### src/rtl/muldiv_unit_if.sv
// Request/response bundle for muldiv_unit: operands, funct3 and rd in; busy/done/result/rd back.
// master = issuing side (decode/register bank), slave = muldiv_unit.
// Vectors are ascending-ranged, index 0 is the MSB.
interface muldiv_unit_if #(
  parameter int BITS = 64,
  parameter int REGS = 32
);
  localparam int AW = $clog2(REGS);

  logic            start;
  logic [0:2]      op;
  logic [0:BITS-1] rs1_data;
  logic [0:BITS-1] rs2_data;
  logic [0:AW-1]   rd_in;
  logic            busy;
  logic            done;
  logic [0:BITS-1] result;
  logic [0:AW-1]   rd_out;

  modport master (
    output start, op, rs1_data, rs2_data, rd_in,
    input  busy, done, result, rd_out
  );

  modport slave (
    input  start, op, rs1_data, rs2_data, rd_in,
    output busy, done, result, rd_out
  );
endinterface

### src/rtl/muldiv_unit.sv
// Iterative RV64M multiply/divide unit, one operation in flight, non-pipelined.
// Latency: done rises BITS+1 cycles after accept; divide special cases rise 2 cycles after accept.
// Backpressure: none queued; start is only sampled in IDLE and is ignored while busy.
// Ports: clk, rst_n (async active-low); io.start/op/rs1_data/rs2_data/rd_in request,
//        io.busy status, io.done one-cycle write strobe with io.result/io.rd_out (registered, held).
module muldiv_unit #(
  parameter int BITS = 64,
  parameter int REGS = 32
) (
  input  logic          clk,
  input  logic          rst_n,
  muldiv_unit_if.slave  io
);
  localparam int AW = $clog2(REGS);
  localparam int CW = $clog2(BITS);

  typedef enum logic [1:0] {IDLE, CALC, FIX, DONE} state_t;

  state_t state, state_nx;

  // Descending local copies of the ascending ports; assignment is positional, so MSB maps to MSB.
  logic [2:0]      op_in;
  logic [BITS-1:0] a_in;
  logic [BITS-1:0] b_in;

  logic [2:0]      op_q;
  logic [AW-1:0]   rd_q;
  logic [BITS-1:0] m_q;        // multiplicand (mul) or divisor (div) magnitude
  logic [BITS-1:0] hi;         // product high half / partial remainder / special result
  logic [BITS-1:0] lo;         // product low half + multiplier / quotient + dividend
  logic            neg_q;      // negate product or quotient
  logic            neg_r;      // negate remainder (dividend sign)
  logic            special_q;
  logic [CW-1:0]   cnt;
  logic [BITS-1:0] result_q;
  logic [AW-1:0]   rd_out_q;
  logic            done_q;

  assign op_in = io.op;
  assign a_in  = io.rs1_data;
  assign b_in  = io.rs2_data;

  // Request decode, evaluated in IDLE.
  logic            is_div, sgn_a, sgn_b, a_neg, b_neg, div_zero, div_ovf, special;
  logic [BITS-1:0] a_mag, b_mag, spec_val;

  assign is_div   = op_in[2];
  assign sgn_a    = is_div ? ~op_in[0] : (op_in[1:0] != 2'b11);
  assign sgn_b    = is_div ? ~op_in[0] : ~op_in[1];
  assign a_neg    = sgn_a & a_in[BITS-1];
  assign b_neg    = sgn_b & b_in[BITS-1];
  assign a_mag    = a_neg ? -a_in : a_in;
  assign b_mag    = b_neg ? -b_in : b_in;
  assign div_zero = is_div && (b_in == '0);
  assign div_ovf  = is_div && !op_in[0] && (a_in == {1'b1, {(BITS-1){1'b0}}}) && (b_in == '1);
  assign special  = div_zero || div_ovf;
  assign spec_val = div_zero ? (op_in[1] ? a_in : '1) : (op_in[1] ? '0 : a_in);

  // One shift-add multiply step: conditionally add, then shift {carry,hi,lo} right by one.
  logic [BITS:0] mul_sum;
  assign mul_sum = {1'b0, hi} + (lo[0] ? {1'b0, m_q} : '0);

  // One restoring divide step: shift next dividend bit into the remainder, subtract if it fits.
  logic [BITS:0]   div_sh;
  logic            div_ge;
  logic [BITS-1:0] div_sub;
  assign div_sh  = {hi, lo[BITS-1]};
  assign div_ge  = div_sh >= {1'b0, m_q};
  assign div_sub = div_sh[BITS-1:0] - m_q;

  // Sign correction and result select.
  logic [2*BITS-1:0] prod, prod_s;
  logic [BITS-1:0]   quo, rem, fix_val;
  assign prod   = {hi, lo};
  assign prod_s = neg_q ? -prod : prod;
  assign quo    = neg_q ? -lo : lo;
  assign rem    = neg_r ? -hi : hi;

  always_comb begin
    fix_val = hi;
    if (!special_q) begin
      if (op_q[2])                 fix_val = op_q[1] ? rem : quo;
      else if (op_q[1:0] == 2'b00) fix_val = prod_s[BITS-1:0];
      else                         fix_val = prod_s[2*BITS-1:BITS];
    end
  end

  always_comb begin
    state_nx = state;
    case (state)
      IDLE:    if (io.start) state_nx = CALC;
      CALC:    if (cnt == CW'(BITS-1)) state_nx = FIX;
      FIX:     state_nx = DONE;
      DONE:    state_nx = IDLE;
      default: state_nx = IDLE;
    endcase
  end

  always_ff @(posedge clk or negedge rst_n) begin
    if (!rst_n) state <= IDLE;
    else        state <= state_nx;
  end

  always_ff @(posedge clk or negedge rst_n) begin
    if (!rst_n) begin
      op_q      <= '0;
      rd_q      <= '0;
      m_q       <= '0;
      hi        <= '0;
      lo        <= '0;
      neg_q     <= 1'b0;
      neg_r     <= 1'b0;
      special_q <= 1'b0;
      cnt       <= '0;
      result_q  <= '0;
      rd_out_q  <= '0;
      done_q    <= 1'b0;
    end else begin
      done_q <= (state == FIX);
      case (state)
        IDLE: if (io.start) begin
          op_q      <= op_in;
          rd_q      <= io.rd_in;
          neg_q     <= a_neg ^ b_neg;
          neg_r     <= a_neg;
          special_q <= special;
          m_q       <= is_div ? b_mag : a_mag;
          lo        <= is_div ? a_mag : b_mag;
          // Special cases occupy a single frozen CALC slot (counter preset to the last
          // iteration) so their done pulse lands two cycles after accept.
          hi        <= special ? spec_val : '0;
          cnt       <= special ? CW'(BITS-1) : '0;
        end
        CALC: begin
          cnt <= cnt + CW'(1);
          if (!special_q) begin
            if (op_q[2]) begin
              hi <= div_ge ? div_sub : div_sh[BITS-1:0];
              lo <= {lo[BITS-2:0], div_ge};
            end else begin
              hi <= mul_sum[BITS:1];
              lo <= {mul_sum[0], lo[BITS-1:1]};
            end
          end
        end
        FIX: begin
          result_q <= fix_val;
          rd_out_q <= rd_q;
        end
        default: ;
      endcase
    end
  end

  assign io.busy   = (state != IDLE);
  assign io.done   = done_q;
  assign io.result = result_q;
  assign io.rd_out = rd_out_q;
endmodule

### src/flat_wrapper.sv
// flat-port wrapper written by rule: the top's interface ports become plain ports
module muldiv_unit_flat 
#(
  parameter int BITS = 64,
  parameter int REGS = 32
)
  (clk, rst_n, io_start, io_op, io_rs1_data, io_rs2_data, io_rd_in, io_busy, io_done, io_result, io_rd_out);
  muldiv_unit_if #(.BITS(BITS), .REGS(REGS)) io_i ();
  input  logic clk;
  input  logic rst_n;
  input wire logic [$bits(io_i.start)-1:0] io_start;
  input wire logic [$bits(io_i.op)-1:0] io_op;
  input wire logic [$bits(io_i.rs1_data)-1:0] io_rs1_data;
  input wire logic [$bits(io_i.rs2_data)-1:0] io_rs2_data;
  input wire logic [$bits(io_i.rd_in)-1:0] io_rd_in;
  output wire logic [$bits(io_i.busy)-1:0] io_busy;
  output wire logic [$bits(io_i.done)-1:0] io_done;
  output wire logic [$bits(io_i.result)-1:0] io_result;
  output wire logic [$bits(io_i.rd_out)-1:0] io_rd_out;
  assign io_i.start = io_start;
  assign io_i.op = io_op;
  assign io_i.rs1_data = io_rs1_data;
  assign io_i.rs2_data = io_rs2_data;
  assign io_i.rd_in = io_rd_in;
  assign io_busy = io_i.busy;
  assign io_done = io_i.done;
  assign io_result = io_i.result;
  assign io_rd_out = io_i.rd_out;
  muldiv_unit #(.BITS(BITS), .REGS(REGS)) u_core (.clk(clk), .rst_n(rst_n), .io(io_i));
endmodule
### config.mk
export PLATFORM = sky130hd
export DESIGN_NAME = muldiv_unit_flat
export DESIGN_NICKNAME = d
export VERILOG_FILES = /design/src/rtl/muldiv_unit_if.sv /design/src/rtl/muldiv_unit.sv /design/src/flat_wrapper.sv
export SDC_FILE = /design/constraint.sdc
export NUM_CORES = 2
export LEC_CHECK = 0
export ABC_AREA = 1
export ABC_CLOCK_PERIOD_IN_PS = 6100
export BUFFER_PORTS_ARGS = -buffer_cell sky130_fd_sc_hd__buf_2
export CAP_MARGIN = 20
export CORE_UTILIZATION = 26
export DETAILED_ROUTE_END_ITERATION = 10
export GPL_TIMING_DRIVEN = 0
export PLACE_DENSITY = 0.4
export SKIP_CTS_REPAIR_TIMING = 1
export SKIP_LAST_GASP = 1
export SLEW_MARGIN = 15
export SYNTH_ARGS = -nofsm -noshare
export SYNTH_HDL_FRONTEND = slang
export SYNTH_SLANG_ARGS = --single-unit
### constraint.sdc
create_clock -name clk -period 6.1 [get_ports clk]
set_input_delay 0.61 -clock clk [delete_from_list [all_inputs] [get_ports clk]]
set_output_delay 0.61 -clock clk [all_outputs]
set_load 0.1 [all_outputs]
==> flow_metrics.tcl <==
set metrics [dict create \
    status "complete, no violations" \
    ys_ff_latch 281 \
    max_cap_violations 0 \
    die_w_um 405 \
    cts_buffers 44 \
    nets 8422 \
    num_vias 57000 \
    syn_area_mm2 0.0422 \
    port_buffers 205 \
    die_height_um 405 \
    max_freq_ghz 0.188 \
    ys_seq_area_share_pct 16.6 \
    ys_types 58 \
    wl_per_cell_um 34.0 \
    setup.worst_path.start "u_core.lo[0]" \
    crit_buf_inv 6 \
    gp_congestion 1.07 \
    clock-sinks 281 \
    path_class "flip-flop to flip-flop" \
    setup_viol 0 \
    hold_viol 0 \
    grt_pass1_vias 51500 \
    rr_startpoint "u_core.lo[0]" \
    fin_crit_sh_pct 87.3 \
    grt_pass1_wl_um 461000 \
    crit_slowest_cell "clkbuf_1" \
    viasPerCell 5.50 \
    tightestPinTransition_ns 1.33 \
    ir_drop_uv 315 \
    antenna_found_initial 35 \
    clkTransAtPathRegs_ns 0.06 \
    synthCells 7863 \
    grtUsageTotal_pct 41.7 \
    arrival_ns 5.87 \
    p_per_area_mw_per_mm2 800 \
    ant_nets 0 \
    r2r_cells 17 \
    r2r_slack_ns 0.77 \
    hold_path.startpoint "io_rd_in[2]" \
    max_stage_delay_ns 0.86 \
    combPwrFrac_pct 79.2 \
    cts_tree "yes" \
    cp_max_fo 10 \
    start_util_pct 26.2 \
    dp_hpwl_um 302000 \
    clk_latency_ns 0.69 \
    drt_first_pass_iters 6 \
    p_seq_share_pct 13.2 \
    mostFrequentLayoutCells "nand2_1 (2,633), inv_1 (1,094), nor2_1 (904), nand3_1 (748), a21oi_1 (437)" \
    power.leakage_nw 24.8 \
    layout_commonest_cell "nand2_1" \
    overflow 0 \
    setup.worst_path.end_class "flip-flop" \
    min_to "u_core.rd_q[2]" \
    worst_setup_path_start_kind "flip-flop" \
    dieArea_mm2 0.164 \
    hp-class "primary input to flip-flop" \
    rsz0062_at_grt "no" \
    drcViolationCount 0 \
    dp_cells 10300 \
    p_clk_share_pct 7.6 \
    final_max_slew_viol_count 0 \
    holdPathStages 3 \
    drt_wl_total_um 352000 \
    grt_max_degree 91 \
    required_ns 6.64 \
    swShare_pct 70.0 \
    crit_chain "clkbuf_1 > clkbuf_1 > nand2_1 > inv_1 > ha_1 > a21oi_1 > o21ai_0 > inv_1 > nand2_1 > inv_1 > nand2_1 > inv_1 > nand2_1 > o21ai_0 > nand3_1 > nand2_1 > a21oi_2" \
    period_needed_ns 5.33 \
    internal_power_mw 11.5 \
    cts.path.max_buffers 3 \
    first_iter_violations 7835 \
    final.setup.worst_slack_ns 0.773 \
    place_ws_ns 1.03 \
    cts_root_buf "clkbuf_16" \
    htreeDepth 2 \
    fp-row-count 147 \
    fin_tns_setup_ns 0 \
    stdcell_count 10400 \
    boundaryPins 210 \
    core-area_mm2 0.161 \
    path_delay_family "buffers and inverters" \
    drive_gt1_share_pct 7.61 \
    yosysWarnings 0 \
    reg2reg_to "u_core.hi[30]" \
    p_sw_mw 26.9 \
    finalClockSkew_ns 0.0528 \
    syn_to_final_growth_pct 13.7 \
    syn_nets 8142 \
    avgSynthCellArea_um2 5.37 \
    cpMostUsedCell "nand2_1" \
    slew_headroom_pct 11.7 \
]
-- registers in the layout, indices dropped and copies added, names as in the netlist, 2 cells and up --
name and cells:
u_core.op_q 3, u_core.io.rd_out 5, u_core.m_q 64, u_core.io.result 64
u_core.rd_q 5, u_core.hi 64, u_core.state 2, u_core.lo 64
u_core.cnt 6
-- worst reg2reg max path, stage by stage (launching register included) --
cell	delay, ns
dfrtp_1	0.48
clkbuf_1	0.86
clkbuf_1	0.75
nand2_1	0.14
inv_1	0.17
ha_1	0.32
a21oi_1	0.56
o21ai_0	0.32
inv_1	0.11
nand2_1	0.09
inv_1	0.07
nand2_1	0.07
inv_1	0.05
nand2_1	0.19
o21ai_0	0.54
nand3_1	0.27
nand2_1	0.15
a21oi_2	0.06
-- cells by family (layout without fill, tap and decap cells) --
group	after synthesis	after routing	share of synthesized area (%)
and+or+nand+nor	4760	4760	47.8
buffers and inverters	1426	1741	13.0
AOI/OAI and AO/OA	1072	1072	14.5
DFF	281	281	16.6
xor gates and xnor gates	184	184	3.82
adders and majority gates	140	140	4.18
other	0	16	0
-- cell usage after synthesis, drive strengths merged --
cell,instances,area share (%)
a211o,1,0.021
a211oi,1,0.018
a21o,6,0.11
a21oi,496,6.4
a221o,1,0.024
a22oi,29,0.52
a31oi,10,0.15
and2,10,0.15
and3,3,0.044
buf,108,1.3
clkbuf,189,1.7
clkinv,6,0.053
dfrtp,281,17
fa,2,0.095
ha,138,4.1
inv,1123,10
nand2,2683,24
nand2b,2,0.030
nand3,773,9.5
nand3b,18,0.33
nand4,189,2.8
nor2,945,8.8
nor3,94,1.2
nor3b,6,0.11
nor4,19,0.30
o2111ai,2,0.041
o211ai,96,1.7
o21a,4,0.071
o21ai,376,4.5
o21bai,23,0.41
o221ai,22,0.46
o31ai,5,0.10
or2,18,0.27
xnor2,12,0.25
xor2,172,3.6
-- power by group through the flow --
stage          Sequential [mW]  Combinational (mW)  Clock, mW
2_1_floorplan             5.09                15.4          0
3_3_place_gp              4.99                28.9          0
3_5_place_dp              4.97                29.0          0
4_1_cts                   4.95                29.1       2.95
5_1_grt                   5.00                31.8       3.01
6_report                  5.08                30.4       2.91
-- stage by stage --
stage	cell area, um2	total power [mW]	hold WS [ns]	util (%)
after floorplan	42200	20.4	0.314	-
after detailed placement	46300	34.0	0.461	28.8
after global placement	46000	33.9	0.453	28.6
after CTS	47900	37.0	-0.186	29.8
final	48000	38.4	0.135	29.8
after global routing	48000	39.8	0.145	29.8
-- per-layer routing --
layer | up-vias | GRT usage [%] | share of wire (%)
li1 | 25700 | - | -
met1 | 27500 | 57.6 | 44
met2 | 3259 | 58.0 | 39
met3 | 506 | 12.2 | 11
met4 | 10 | 20.9 | 5.9
met5 | - | 0 | 0.020
-- worst max path at each step --
stage	to	slack, ns	cells past startpoint
after floorplan	u_core.hi[17]	3.35	22
after global placement	u_core.hi[36]	-1.87	1
after detailed placement	u_core.hi[30]	1.03	17
after CTS	u_core.hi[30]	0.98	17
after global routing	u_core.hi[30]	0.77	17
final	u_core.hi[30]	0.77	17
-- cell type report --
class                      count  area [um2]
tap                         2160        2700
fill                       19300      113000
inverter                    1129        4240
clock buffer                  61        1260
buffer                       297        1290
multi-input combinational   6156       29700
clock inverter                20         329
sequential                   281        7030
timing repair buffer         234        1420
antenna                       16        40.0
No activity file was read; power rests on OpenSTA's default activity.
